**src/rtl/tl_arb_pkg.sv**
```systemverilog
// tl_arb_pkg
// Shared definitions for the two-requester TileLink A-channel arbiter:
// A-channel opcode constants, the arbiter state enum, the beat-counter
// width and beats_of(), which gives the number of data beats in a message.
// No ports (package).

package tl_arb_pkg;

    localparam logic [2:0] PUT_FULL    = 3'd0;
    localparam logic [2:0] PUT_PARTIAL = 3'd1;
    localparam logic [2:0] GET         = 3'd4;

    // Wide enough for 2^15 beats (size=15 on an 8-bit bus).
    localparam int BEAT_W = 16;

    typedef enum logic [1:0] {
        IDLE  = 2'd0,
        HOLD  = 2'd1,
        BURST = 2'd2
    } arb_state_e;

    // Only puts carry data on A, so only puts longer than one bus beat are
    // multi-beat.
    // lg_beat_bytes is log2 of the bus width in bytes (3 for a 64-bit bus).
    function automatic logic [BEAT_W-1:0] beats_of(
        input logic [2:0] opcode,
        input logic [3:0] size,
        input logic [3:0] lg_beat_bytes = 4'd3
    );
        logic [BEAT_W-1:0] b;
        b = BEAT_W'(1);
        if ((opcode == PUT_FULL || opcode == PUT_PARTIAL) && size > lg_beat_bytes) begin
            b = BEAT_W'(1) << (size - lg_beat_bytes);
        end
        return b;
    endfunction

endpackage

```
**src/rtl/tl_a_arbiter_if.sv**
```systemverilog
// tl_a_arbiter_if
// One TileLink link (A and D channels) with a 1-bit source field.
// Parameters: ADDR_W (address width), DATA_W (data width, mask is DATA_W/8).
// Modports:
//   master - drives A (valid/bits) and d_ready; receives a_ready and D.
//   slave  - receives A and d_ready; drives a_ready and D (valid/bits).

interface tl_a_arbiter_if #(
    parameter int ADDR_W = 32,
    parameter int DATA_W = 64
);

    logic                  a_ready;
    logic                  a_valid;
    logic [2:0]            a_bits_opcode;
    logic [3:0]            a_bits_size;
    logic [ADDR_W-1:0]     a_bits_address;
    logic [DATA_W/8-1:0]   a_bits_mask;
    logic [DATA_W-1:0]     a_bits_data;
    logic                  a_bits_source;

    logic                  d_ready;
    logic                  d_valid;
    logic [2:0]            d_bits_opcode;
    logic [1:0]            d_bits_param;
    logic [3:0]            d_bits_size;
    logic [2:0]            d_bits_sink;
    logic                  d_bits_denied;
    logic [DATA_W-1:0]     d_bits_data;
    logic                  d_bits_corrupt;
    logic                  d_bits_source;

    modport master (
        input  a_ready,
        output a_valid, a_bits_opcode, a_bits_size, a_bits_address,
               a_bits_mask, a_bits_data, a_bits_source,
        output d_ready,
        input  d_valid, d_bits_opcode, d_bits_param, d_bits_size, d_bits_sink,
               d_bits_denied, d_bits_data, d_bits_corrupt, d_bits_source
    );

    modport slave (
        output a_ready,
        input  a_valid, a_bits_opcode, a_bits_size, a_bits_address,
               a_bits_mask, a_bits_data, a_bits_source,
        input  d_ready,
        output d_valid, d_bits_opcode, d_bits_param, d_bits_size, d_bits_sink,
               d_bits_denied, d_bits_data, d_bits_corrupt, d_bits_source
    );

endinterface

```
**src/rtl/tl_beat_counter.sv**
```systemverilog
// tl_beat_counter
// Remaining-beat counter for the message that currently holds the A channel.
// Ports:
//   clock, reset    - clock, synchronous active-high reset (count -> 0)
//   load_i          - load load_val_i (beats still to send after the first)
//   load_val_i      - value to load
//   dec_i           - one beat was accepted
//   last_o          - the beat now on the bus is the final one (count == 1)

module tl_beat_counter #(
    parameter int W = 16
) (
    input  logic         clock,
    input  logic         reset,
    input  logic         load_i,
    input  logic [W-1:0] load_val_i,
    input  logic         dec_i,
    output logic         last_o
);

    logic [W-1:0] count_q;
    logic [W-1:0] count_d;

    always_comb begin
        count_d = count_q;
        if (load_i) begin
            count_d = load_val_i;
        end else if (dec_i && count_q != '0) begin
            count_d = count_q - W'(1);
        end
    end

    always_ff @(posedge clock) begin
        if (reset) begin
            count_q <= '0;
        end else begin
            count_q <= count_d;
        end
    end

    assign last_o = (count_q == W'(1));

endmodule

```
**src/rtl/tl_a_arbiter.sv**
```systemverilog
// tl_a_arbiter
// Two-requester TileLink arbiter. The A channel is muxed combinationally
// from the granted requester onto out (zero latency); the grant is frozen
// while a beat is stalled (HOLD) and while a multi-beat put streams (BURST).
// The D channel is steered back by out.d_bits_source.
// Configuration macro: TL_ARB_RR_EN
//   defined   - round-robin; the pointer's input has priority and the
//               pointer moves to the loser on a message's final-beat fire.
//   undefined - fixed priority, in0 always wins; no pointer register.
// Parameters: ADDR_W (address width), DATA_W (data width).
// Ports:
//   clock, reset - clock, synchronous active-high reset
//   in0, in1     - requester links (slave modport: arbiter accepts A, returns D)
//   out          - link toward the slave (master modport); a_bits_source
//                  carries the grant index, d_bits_source selects the D target

module tl_a_arbiter
    import tl_arb_pkg::*;
#(
    parameter int ADDR_W = 32,
    parameter int DATA_W = 64
) (
    input  logic           clock,
    input  logic           reset,
    tl_a_arbiter_if.slave  in0,
    tl_a_arbiter_if.slave  in1,
    tl_a_arbiter_if.master out
);

    localparam int LG_BYTES = $clog2(DATA_W / 8);

    arb_state_e          state_q, state_d;
    logic                grant_q, grant_d;
    logic                grant;
    logic                arb_pick;
    logic                fire;
    logic                last_fire;
    logic                cnt_load, cnt_dec, cnt_last;
    logic [BEAT_W-1:0]   msg_beats;
    logic [BEAT_W-1:0]   cnt_load_val;

    logic                sel_valid;
    logic [2:0]          sel_opcode;
    logic [3:0]          sel_size;
    logic [ADDR_W-1:0]   sel_address;
    logic [DATA_W/8-1:0] sel_mask;
    logic [DATA_W-1:0]   sel_data;

    // Requester-side source fields carry no meaning here; the arbiter
    // supplies its own source on out.
    logic unused_src;
    assign unused_src = in0.a_bits_source ^ in1.a_bits_source;

`ifdef TL_ARB_RR_EN
    logic ptr_q, ptr_d;

    always_ff @(posedge clock) begin
        if (reset) begin
            ptr_q <= 1'b0;
        end else begin
            ptr_q <= ptr_d;
        end
    end

    assign ptr_d = last_fire ? ~grant : ptr_q;

    // The pointer's input wins if valid; otherwise the other input if valid.
    always_comb begin
        arb_pick = ptr_q;
        if (!(ptr_q ? in1.a_valid : in0.a_valid) && (ptr_q ? in0.a_valid : in1.a_valid)) begin
            arb_pick = ~ptr_q;
        end
    end
`else
    always_comb begin
        arb_pick = !in0.a_valid && in1.a_valid;
    end

    // Message completion only matters to the round-robin pointer.
    logic unused_last;
    assign unused_last = last_fire;
`endif

    // Fresh arbitration only in IDLE; HOLD and BURST keep the latched grant.
    assign grant = (state_q == IDLE) ? arb_pick : grant_q;

    assign sel_valid   = grant ? in1.a_valid        : in0.a_valid;
    assign sel_opcode  = grant ? in1.a_bits_opcode  : in0.a_bits_opcode;
    assign sel_size    = grant ? in1.a_bits_size    : in0.a_bits_size;
    assign sel_address = grant ? in1.a_bits_address : in0.a_bits_address;
    assign sel_mask    = grant ? in1.a_bits_mask    : in0.a_bits_mask;
    assign sel_data    = grant ? in1.a_bits_data    : in0.a_bits_data;

    assign out.a_valid        = sel_valid & ~reset;
    assign out.a_bits_opcode  = sel_opcode;
    assign out.a_bits_size    = sel_size;
    assign out.a_bits_address = sel_address;
    assign out.a_bits_mask    = sel_mask;
    assign out.a_bits_data    = sel_data;
    assign out.a_bits_source  = grant;

    assign in0.a_ready = ~reset & ~grant & out.a_ready;
    assign in1.a_ready = ~reset &  grant & out.a_ready;

    assign fire      = out.a_valid & out.a_ready;
    assign msg_beats = beats_of(sel_opcode, sel_size, 4'(LG_BYTES));

    always_comb begin
        state_d      = state_q;
        cnt_load     = 1'b0;
        cnt_dec      = 1'b0;
        cnt_load_val = msg_beats - BEAT_W'(1);
        last_fire    = 1'b0;
        unique case (state_q)
            IDLE, HOLD: begin
                if (fire) begin
                    if (msg_beats > BEAT_W'(1)) begin
                        state_d  = BURST;
                        cnt_load = 1'b1;
                    end else begin
                        state_d   = IDLE;
                        last_fire = 1'b1;
                    end
                end else if (state_q == IDLE && sel_valid) begin
                    // Stalled first beat: freeze the grant so the offered
                    // beat cannot change under the slave.
                    state_d = HOLD;
                end
            end
            BURST: begin
                if (fire) begin
                    cnt_dec = 1'b1;
                    if (cnt_last) begin
                        state_d   = IDLE;
                        last_fire = 1'b1;
                    end
                end
            end
            default: state_d = IDLE;
        endcase
    end

    assign grant_d = grant;

    always_ff @(posedge clock) begin
        if (reset) begin
            state_q <= IDLE;
            grant_q <= 1'b0;
        end else begin
            state_q <= state_d;
            grant_q <= grant_d;
        end
    end

    tl_beat_counter #(.W(BEAT_W)) u_beat_counter (
        .clock      (clock),
        .reset      (reset),
        .load_i     (cnt_load),
        .load_val_i (cnt_load_val),
        .dec_i      (cnt_dec),
        .last_o     (cnt_last)
    );

    // D channel: valid/ready steered by source, payload broadcast.
    assign in0.d_valid = ~reset & out.d_valid & ~out.d_bits_source;
    assign in1.d_valid = ~reset & out.d_valid &  out.d_bits_source;
    assign out.d_ready = ~reset & (out.d_bits_source ? in1.d_ready : in0.d_ready);

    assign in0.d_bits_opcode  = out.d_bits_opcode;
    assign in0.d_bits_param   = out.d_bits_param;
    assign in0.d_bits_size    = out.d_bits_size;
    assign in0.d_bits_sink    = out.d_bits_sink;
    assign in0.d_bits_denied  = out.d_bits_denied;
    assign in0.d_bits_data    = out.d_bits_data;
    assign in0.d_bits_corrupt = out.d_bits_corrupt;
    assign in0.d_bits_source  = out.d_bits_source;

    assign in1.d_bits_opcode  = out.d_bits_opcode;
    assign in1.d_bits_param   = out.d_bits_param;
    assign in1.d_bits_size    = out.d_bits_size;
    assign in1.d_bits_sink    = out.d_bits_sink;
    assign in1.d_bits_denied  = out.d_bits_denied;
    assign in1.d_bits_data    = out.d_bits_data;
    assign in1.d_bits_corrupt = out.d_bits_corrupt;
    assign in1.d_bits_source  = out.d_bits_source;

endmodule

```
**src/flat_wrapper.sv**
```systemverilog
// flat-port wrapper written by rule: the top's interface ports become plain ports
module tl_a_arbiter_flat import tl_arb_pkg::*;
#(
    parameter int ADDR_W = 32,
    parameter int DATA_W = 64
)
  (clock, reset, in0_a_ready, in0_a_valid, in0_a_bits_opcode, in0_a_bits_size, in0_a_bits_address, in0_a_bits_mask, in0_a_bits_data, in0_a_bits_source, in0_d_ready, in0_d_valid, in0_d_bits_opcode, in0_d_bits_param, in0_d_bits_size, in0_d_bits_sink, in0_d_bits_denied, in0_d_bits_data, in0_d_bits_corrupt, in0_d_bits_source, in1_a_ready, in1_a_valid, in1_a_bits_opcode, in1_a_bits_size, in1_a_bits_address, in1_a_bits_mask, in1_a_bits_data, in1_a_bits_source, in1_d_ready, in1_d_valid, in1_d_bits_opcode, in1_d_bits_param, in1_d_bits_size, in1_d_bits_sink, in1_d_bits_denied, in1_d_bits_data, in1_d_bits_corrupt, in1_d_bits_source, out_a_ready, out_a_valid, out_a_bits_opcode, out_a_bits_size, out_a_bits_address, out_a_bits_mask, out_a_bits_data, out_a_bits_source, out_d_ready, out_d_valid, out_d_bits_opcode, out_d_bits_param, out_d_bits_size, out_d_bits_sink, out_d_bits_denied, out_d_bits_data, out_d_bits_corrupt, out_d_bits_source);
  tl_a_arbiter_if #(.ADDR_W(ADDR_W), .DATA_W(DATA_W)) in0_i ();
  tl_a_arbiter_if #(.ADDR_W(ADDR_W), .DATA_W(DATA_W)) in1_i ();
  tl_a_arbiter_if #(.ADDR_W(ADDR_W), .DATA_W(DATA_W)) out_i ();
  input  logic clock;
  input  logic reset;
  output wire logic [$bits(in0_i.a_ready)-1:0] in0_a_ready;
  input wire logic [$bits(in0_i.a_valid)-1:0] in0_a_valid;
  input wire logic [$bits(in0_i.a_bits_opcode)-1:0] in0_a_bits_opcode;
  input wire logic [$bits(in0_i.a_bits_size)-1:0] in0_a_bits_size;
  input wire logic [$bits(in0_i.a_bits_address)-1:0] in0_a_bits_address;
  input wire logic [$bits(in0_i.a_bits_mask)-1:0] in0_a_bits_mask;
  input wire logic [$bits(in0_i.a_bits_data)-1:0] in0_a_bits_data;
  input wire logic [$bits(in0_i.a_bits_source)-1:0] in0_a_bits_source;
  input wire logic [$bits(in0_i.d_ready)-1:0] in0_d_ready;
  output wire logic [$bits(in0_i.d_valid)-1:0] in0_d_valid;
  output wire logic [$bits(in0_i.d_bits_opcode)-1:0] in0_d_bits_opcode;
  output wire logic [$bits(in0_i.d_bits_param)-1:0] in0_d_bits_param;
  output wire logic [$bits(in0_i.d_bits_size)-1:0] in0_d_bits_size;
  output wire logic [$bits(in0_i.d_bits_sink)-1:0] in0_d_bits_sink;
  output wire logic [$bits(in0_i.d_bits_denied)-1:0] in0_d_bits_denied;
  output wire logic [$bits(in0_i.d_bits_data)-1:0] in0_d_bits_data;
  output wire logic [$bits(in0_i.d_bits_corrupt)-1:0] in0_d_bits_corrupt;
  output wire logic [$bits(in0_i.d_bits_source)-1:0] in0_d_bits_source;
  output wire logic [$bits(in1_i.a_ready)-1:0] in1_a_ready;
  input wire logic [$bits(in1_i.a_valid)-1:0] in1_a_valid;
  input wire logic [$bits(in1_i.a_bits_opcode)-1:0] in1_a_bits_opcode;
  input wire logic [$bits(in1_i.a_bits_size)-1:0] in1_a_bits_size;
  input wire logic [$bits(in1_i.a_bits_address)-1:0] in1_a_bits_address;
  input wire logic [$bits(in1_i.a_bits_mask)-1:0] in1_a_bits_mask;
  input wire logic [$bits(in1_i.a_bits_data)-1:0] in1_a_bits_data;
  input wire logic [$bits(in1_i.a_bits_source)-1:0] in1_a_bits_source;
  input wire logic [$bits(in1_i.d_ready)-1:0] in1_d_ready;
  output wire logic [$bits(in1_i.d_valid)-1:0] in1_d_valid;
  output wire logic [$bits(in1_i.d_bits_opcode)-1:0] in1_d_bits_opcode;
  output wire logic [$bits(in1_i.d_bits_param)-1:0] in1_d_bits_param;
  output wire logic [$bits(in1_i.d_bits_size)-1:0] in1_d_bits_size;
  output wire logic [$bits(in1_i.d_bits_sink)-1:0] in1_d_bits_sink;
  output wire logic [$bits(in1_i.d_bits_denied)-1:0] in1_d_bits_denied;
  output wire logic [$bits(in1_i.d_bits_data)-1:0] in1_d_bits_data;
  output wire logic [$bits(in1_i.d_bits_corrupt)-1:0] in1_d_bits_corrupt;
  output wire logic [$bits(in1_i.d_bits_source)-1:0] in1_d_bits_source;
  input wire logic [$bits(out_i.a_ready)-1:0] out_a_ready;
  output wire logic [$bits(out_i.a_valid)-1:0] out_a_valid;
  output wire logic [$bits(out_i.a_bits_opcode)-1:0] out_a_bits_opcode;
  output wire logic [$bits(out_i.a_bits_size)-1:0] out_a_bits_size;
  output wire logic [$bits(out_i.a_bits_address)-1:0] out_a_bits_address;
  output wire logic [$bits(out_i.a_bits_mask)-1:0] out_a_bits_mask;
  output wire logic [$bits(out_i.a_bits_data)-1:0] out_a_bits_data;
  output wire logic [$bits(out_i.a_bits_source)-1:0] out_a_bits_source;
  output wire logic [$bits(out_i.d_ready)-1:0] out_d_ready;
  input wire logic [$bits(out_i.d_valid)-1:0] out_d_valid;
  input wire logic [$bits(out_i.d_bits_opcode)-1:0] out_d_bits_opcode;
  input wire logic [$bits(out_i.d_bits_param)-1:0] out_d_bits_param;
  input wire logic [$bits(out_i.d_bits_size)-1:0] out_d_bits_size;
  input wire logic [$bits(out_i.d_bits_sink)-1:0] out_d_bits_sink;
  input wire logic [$bits(out_i.d_bits_denied)-1:0] out_d_bits_denied;
  input wire logic [$bits(out_i.d_bits_data)-1:0] out_d_bits_data;
  input wire logic [$bits(out_i.d_bits_corrupt)-1:0] out_d_bits_corrupt;
  input wire logic [$bits(out_i.d_bits_source)-1:0] out_d_bits_source;
  assign in0_a_ready = in0_i.a_ready;
  assign in0_i.a_valid = in0_a_valid;
  assign in0_i.a_bits_opcode = in0_a_bits_opcode;
  assign in0_i.a_bits_size = in0_a_bits_size;
  assign in0_i.a_bits_address = in0_a_bits_address;
  assign in0_i.a_bits_mask = in0_a_bits_mask;
  assign in0_i.a_bits_data = in0_a_bits_data;
  assign in0_i.a_bits_source = in0_a_bits_source;
  assign in0_i.d_ready = in0_d_ready;
  assign in0_d_valid = in0_i.d_valid;
  assign in0_d_bits_opcode = in0_i.d_bits_opcode;
  assign in0_d_bits_param = in0_i.d_bits_param;
  assign in0_d_bits_size = in0_i.d_bits_size;
  assign in0_d_bits_sink = in0_i.d_bits_sink;
  assign in0_d_bits_denied = in0_i.d_bits_denied;
  assign in0_d_bits_data = in0_i.d_bits_data;
  assign in0_d_bits_corrupt = in0_i.d_bits_corrupt;
  assign in0_d_bits_source = in0_i.d_bits_source;
  assign in1_a_ready = in1_i.a_ready;
  assign in1_i.a_valid = in1_a_valid;
  assign in1_i.a_bits_opcode = in1_a_bits_opcode;
  assign in1_i.a_bits_size = in1_a_bits_size;
  assign in1_i.a_bits_address = in1_a_bits_address;
  assign in1_i.a_bits_mask = in1_a_bits_mask;
  assign in1_i.a_bits_data = in1_a_bits_data;
  assign in1_i.a_bits_source = in1_a_bits_source;
  assign in1_i.d_ready = in1_d_ready;
  assign in1_d_valid = in1_i.d_valid;
  assign in1_d_bits_opcode = in1_i.d_bits_opcode;
  assign in1_d_bits_param = in1_i.d_bits_param;
  assign in1_d_bits_size = in1_i.d_bits_size;
  assign in1_d_bits_sink = in1_i.d_bits_sink;
  assign in1_d_bits_denied = in1_i.d_bits_denied;
  assign in1_d_bits_data = in1_i.d_bits_data;
  assign in1_d_bits_corrupt = in1_i.d_bits_corrupt;
  assign in1_d_bits_source = in1_i.d_bits_source;
  assign out_i.a_ready = out_a_ready;
  assign out_a_valid = out_i.a_valid;
  assign out_a_bits_opcode = out_i.a_bits_opcode;
  assign out_a_bits_size = out_i.a_bits_size;
  assign out_a_bits_address = out_i.a_bits_address;
  assign out_a_bits_mask = out_i.a_bits_mask;
  assign out_a_bits_data = out_i.a_bits_data;
  assign out_a_bits_source = out_i.a_bits_source;
  assign out_d_ready = out_i.d_ready;
  assign out_i.d_valid = out_d_valid;
  assign out_i.d_bits_opcode = out_d_bits_opcode;
  assign out_i.d_bits_param = out_d_bits_param;
  assign out_i.d_bits_size = out_d_bits_size;
  assign out_i.d_bits_sink = out_d_bits_sink;
  assign out_i.d_bits_denied = out_d_bits_denied;
  assign out_i.d_bits_data = out_d_bits_data;
  assign out_i.d_bits_corrupt = out_d_bits_corrupt;
  assign out_i.d_bits_source = out_d_bits_source;
  tl_a_arbiter #(.ADDR_W(ADDR_W), .DATA_W(DATA_W)) u_core (.clock(clock), .reset(reset), .in0(in0_i), .in1(in1_i), .out(out_i));
endmodule
```
**config.mk**
```make
export PLATFORM = sky130hd
export DESIGN_NAME = tl_a_arbiter_flat
export DESIGN_NICKNAME = d
export VERILOG_FILES = /design/src/rtl/tl_arb_pkg.sv /design/src/rtl/tl_a_arbiter_if.sv /design/src/rtl/tl_beat_counter.sv /design/src/rtl/tl_a_arbiter.sv /design/src/flat_wrapper.sv
export SDC_FILE = /design/constraint.sdc
export NUM_CORES = 1
export LEC_CHECK = 0
export ABC_AREA = 0
export CORE_AREA = 2 2 226 228
export DETAILED_ROUTE_END_ITERATION = 8
export DIE_AREA = 0 0 228 230
export MAX_ROUTING_LAYER = met4
export PLACE_DENSITY = 0.35
export SLEW_MARGIN = 5
export SYNTH_ARGS = -nofsm -noshare
export SYNTH_HDL_FRONTEND = slang
export SYNTH_SLANG_ARGS = --single-unit
export TNS_END_PERCENT = 20
```
**constraint.sdc**
```tcl
create_clock -name clock -period 10.3 [get_ports clock]
set_input_delay 3.09 -clock clock [delete_from_list [all_inputs] [get_ports clock]]
set_output_delay 3.09 -clock clock [all_outputs]
set_load 0.02 [all_outputs]
```
### After elaboration in Yosys (flattened, before gate mapping)

Cells that the tools add are included.

* register bits after elaboration: 19
* input port bits: 311
* output and inout bits: 276
* logic and storage cells: 63

* add/subtract/negate cells: 3
* magnitude comparators: 2
* equal/unequal tests: 7
* shifts and indexed selects: 1
* muxes and demuxes: 22
* bitwise logic cells: 13
* reduce and logical (&&, ||, !) cells: 12

Operators with widths (number)
* 64-bit two-way mux: 1
* 16-bit two-way mux: 3
* 32-bit two-way mux: 1
* 16-bit by 1-bit subtractor with 16-bit output (second input constant): 2
* 16-bit by 1-bit equality test with 1-bit output (second input constant): 1
* 16-bit by 1-bit greater-than comparator with 1-bit output (second input constant): 1
* 16-bit nonzero test: 1
* 1-bit by 4-bit << shifter with 16-bit output (first input constant): 1
* 1-bit AND: 10
* 2-bit two-way mux: 5
* 1-bit two-way mux: 8
* 8-bit two-way mux: 1
* 4-bit by 2-bit greater-than comparator with 1-bit output (second input constant): 1
* 1-bit logical AND: 4
* 4-bit two-way mux: 1
* 2-bit by 1-bit inequality test with 1-bit output (second input constant): 2
* 2-bit case mux with 2 select lines: 1
* 4-bit by 2-bit subtractor with 4-bit output (second input constant): 1
* 3-bit by 1-bit equality test with 1-bit output (second input constant): 1
* 3-bit logical NOT: 1
* 3-bit two-way mux: 1
* 3-bit by 1-bit inequality test with 1-bit output (second input constant): 1
* 1-bit inverter: 3
* 3-bit AND reduction: 1
* other kinds (7): 7

### Longest topological paths before layout

* depth in word-level cells: 13
* depth in mapped cells: 14
* mapped depth without buffers: 12

### Modules after synthesis

Synthesis repeated with hierarchy kept, for this count alone.

* cell total of the unflattened synthesis: 756
* area, all modules: 4516.8 um^2

By module, submodules not included
* tl_a_arbiter: instances 1, cells each 636, area an instance 3505.9 um^2, sequential area each 60.1 um^2
* tl_beat_counter: instances 1, cells each 120, area an instance 1011.0 um^2, sequential area each 320.3 um^2

### Least setup slack after synthesis

No wires, ideal clock.

* path kind: in2out
* start: input in0_a_valid
* end: output out_a_bits_size[1]
* data arrival time: 4.750 ns
* required time: 7.210 ns
* slack: 2.460 ns
* stages: 8
* buffers on the path: 3
* path through: nor4b_2 nor2_1 inv_1 clkbuf_1 clkbuf_1 clkbuf_1 nand2_1 nand2_1

* cells in the longest elaborated chain, start to end: 4

Ends and longest elaborated chain
* start, declared: RTL line flat_wrapper.sv:14 `input wire logic [$bits(in0_i.a_valid)-1:0] in0_a_valid;`
* 1-bit logical NOT: RTL line tl_a_arbiter.sv:76 `arb_pick = !in0.a_valid && in1.a_valid;`
* 1-bit logical AND: RTL line tl_a_arbiter.sv:76
* 1-bit two-way mux: RTL line tl_a_arbiter.sv:85 `assign grant = (state_q == IDLE) ? arb_pick : grant_q;`
* 4-bit two-way mux: RTL line tl_a_arbiter.sv:89 `assign sel_size = grant ? in1.a_bits_size : in0.a_bits_size;`
* end, declared: RTL line flat_wrapper.sv:52 `output wire logic [$bits(out_i.a_bits_size)-1:0] out_a_bits_size;`

Every way passes these cells.

### Final worst setup path

* start: input in1_a_valid
* end: output out_a_bits_opcode[2]

* cells in the longest elaborated chain, start to end: 3

Ends and longest elaborated chain
* start, declared: RTL line flat_wrapper.sv:32 `input wire logic [$bits(in1_i.a_valid)-1:0] in1_a_valid;`
* 1-bit logical AND: RTL line tl_a_arbiter.sv:76
* 1-bit two-way mux: RTL line tl_a_arbiter.sv:85
* 3-bit two-way mux: RTL line tl_a_arbiter.sv:88 `assign sel_opcode = grant ? in1.a_bits_opcode : in0.a_bits_opcode;`
* end, declared: RTL line flat_wrapper.sv:51 `output wire logic [$bits(out_i.a_bits_opcode)-1:0] out_a_bits_opcode;`

Every way passes these cells.

==> metrics <==
status completed; Die X roughly 230 um; row count 82; Worst Hold End u_core.u_beat_counter.count_q[7]; count leader, synth nand2_1; Syn. warnings 0; combinational power share a little under three quarters; leakage 0.00297 uW; initial antenna violation count 2; I/O pins between 500 and 600; # DRC 0; R2R setup slack 5970 ps; Final HPWL DP around 22000 um; register area share after synthesis 9.31%; Reg-to-Reg End u_core.u_beat_counter.count_q[4]; Post-CTS Setup Bufs 0; H-tree Lvls 1; P_int 330 uW; hold path cells 2; chip height roughly 230 um; Worst Setup End Kind primary output; share of cells above drive strength 1 under 10%; largest net degree at the start of global routing ~130; startpoint types input port; sw frac 42.9%; drt via density roughly 3.2; drt wl/cell between 15 and 20 um; Max Fclk 112 MHz; All-Layer GR Usage 9.39%; maxcap violations 0; Worst Path Buf+Inv 5; total global routing overflow 0; crit-path cells clkdlybuf4s50_1 -> nor4b_2 -> nor2_4 -> inv_4 -> buf_12 -> buf_4 -> nand2_1 -> nand2_1 -> clkdlybuf4s50_1; max-slew violation count 0; Yosys reg bits 19; Synth cell types between 50 and 60; WP data required 7210 ps; slowest cell on the critical path clkdlybuf4s50_1; Fillers slightly below 6000; vias in the first global route roughly 5100; Post-DP Area between 7000 and 8000 um^2; top cell type's share of synthesized area between 30% and 40%; Non-Filler Cell Area, Final about 7300 um^2; EDFF count, synth 0; worst r2r path cells 13; Max VDD drop 31.7 uV; cell accounting for the most synthesized area nand2_1; CP delay by family, top buffers and inverters; Hold Startpoint u_core.u_beat_counter.count_q[7]; CTS tree yes; Setup TNS 0 ps; core area 49900 um^2; Nets 1200; clk slew on worst S/H paths ~60 ps; RR Startpoint u_core.state_q[1]; Final Hold Fails 0; RSZ-0062 raised after global routing false; Reg power frac approximately 14%; die area 52400 um^2; FFs w/ async S/R, synth 0%; Synth Flop Type dfxtp_1; cts bufs inserted 3; effective utilization at floorplan approximately 8.2%; initial DRC count ~250; clk_skew roughly 6.9 ps; clk buf depth 2; antenna-violating nets left 0; Layout area overhead 78.8%; Commonest cells post-synth 333 x nand2_1, 158 x buf_4, 26 x clkbuf_1; global-route wire length before repair 35500 um; Max transition margin around 45%; transition time of the tightest slew-check pin between 800 and 900 ps; clock network power share between 10 and 15%; CTS Hold Bufs 0; post-synth net total slightly above 1000; clock period minus worst slack 8940 ps; synthesized area 4090 um^2; Initial DRT Pass Iterations 4; CP max FO 34; CP Class in2out; worst-skew pair later-pin latency around 260 ps; Post-CTS Resized 0; final wirelength 25700 um; routability cong. slightly below 0.8; DR vias approximately 5000; Pwr Density 79.0 nW/um^2; Hold Path Class reg2reg; Core Util, Final ~15%; Critical Path AT roughly 5900 ps; I/O Buffers 350; syn avg cell area between 5 and 6 um^2; Net Switching 248 uW; largest cells by area after synthesis nand2_1 31%, buf_4 29%, dfxtp_1 9.3%; clk root buf clkbuf_16; Crit path largest cell delay just over 600 ps; Syn Inst Count about 710; clk sinks 19; final-report setup violation count 0; fin crit share 86.8%
## registers in the layout (all words and copies together), names as in the netlist
| signal | count |
|---|---|
| u_core.u_beat_counter.count_q | 16 |
| u_core.state_q | 2 |
| u_core.grant_q | 1 |
## tightest hold or removal path, stage by stage (launching register included)
cell and delay (ps):
dfxtp_1 330, o31ai_1 70, a311oi_1 80
## layout make-up
cell class                 instances  area, um^2  share of cell area [%]
multi-input combinational        494        2370                    32.4
clock inverter                     1        5.00                  0.0685
timing repair buffer             360        3600                    49.3
tap                              672         841                    11.5
sequential                        19         380                    5.21
clock buffer                       3        75.1                    1.03
inverter                           7        28.8                   0.394
antenna                            2        5.00                  0.0685
## cells by family (layout without fill, tap and decap cells)
kind of cell	count (synthesis)	in the layout	synth area share (%)
and+or+nand+nor	415	415	43.0
xor gates and xnor gates	13	13	2.79
muxes	4	4	1.04
AOI/OAI and AO/OA	58	58	9.74
DFF	19	19	9.31
other	0	2	0
buffers and inverters	200	371	32.9
adders and majority gates	4	4	1.22
## per-layer routing
metal	up-vias	global-route usage, %	wire length [um]
met2	354	16.6	12800
li1	2469	-	-
met1	2170	10.6	10100
met4	0	0.347	42
met5	-	-	0
met3	11	3.48	2710
## cell usage in the layout (no fill, tap or decap), types with 4 or more instances in the layout
master,n
a211oi_1,11
dfxtp_1,19
nor4_1,4
inv_1,6
nand3_1,6
nor3_1,8
a31oi_1,4
xnor2_1,8
nor2_1,21
xor2_1,5
nand2_1,333
nor2b_1,7
nand4_1,10
ha_1,4
and3b_1,4
clkdlybuf4s50_1,350
nor3b_1,5
a21oi_1,12
o21ai_0,10
o21a_1,4
buf_4,8
## worst max-delay path by stage
stage	from	to	slack [ps]	depth (start not counted)
global route	in1_a_valid	out_a_bits_opcode[2]	1130	9
floorplan	in0_a_valid	out_a_bits_size[1]	2460	8
CTS	in1_a_valid	out_a_bits_opcode[2]	1240	9
detailed placement	in1_a_valid	out_a_bits_opcode[2]	1240	9
global placement	in1_a_valid	out_a_bits_opcode[2]	1250	9
finish	in1_a_valid	out_a_bits_opcode[2]	1360	9
## power by group through the flow
| stage | logic [uW] | registers, uW | clock network [uW] |
|---|---|---|---|
| after global routing | 445 | 81.3 | 87.9 |
| final | 413 | 80.7 | 83.5 |
| after global placement | 424 | 82.0 | 0 |
| after floorplan | 254 | 81.3 | 0 |
| after CTS | 426 | 80.5 | 85.4 |
| after detailed placement | 424 | 82.2 | 0 |
## per-stage QoR
| stage | total power, uW | worst slack [ps] | cells | hold WS [ps] |
|---|---|---|---|---|
| final | 577 | 1360 | 1558 | 541 |
| after global placement | 506 | 1250 | 1552 | 514 |
| after detailed placement | 506 | 1240 | 1552 | 532 |
| after floorplan | 335 | 2460 | 713 | 484 |
| after global routing | 614 | 1130 | 1558 | 569 |
| after CTS | 592 | 1240 | 1556 | 540 |
No activity file was read; power rests on OpenSTA's default activity.
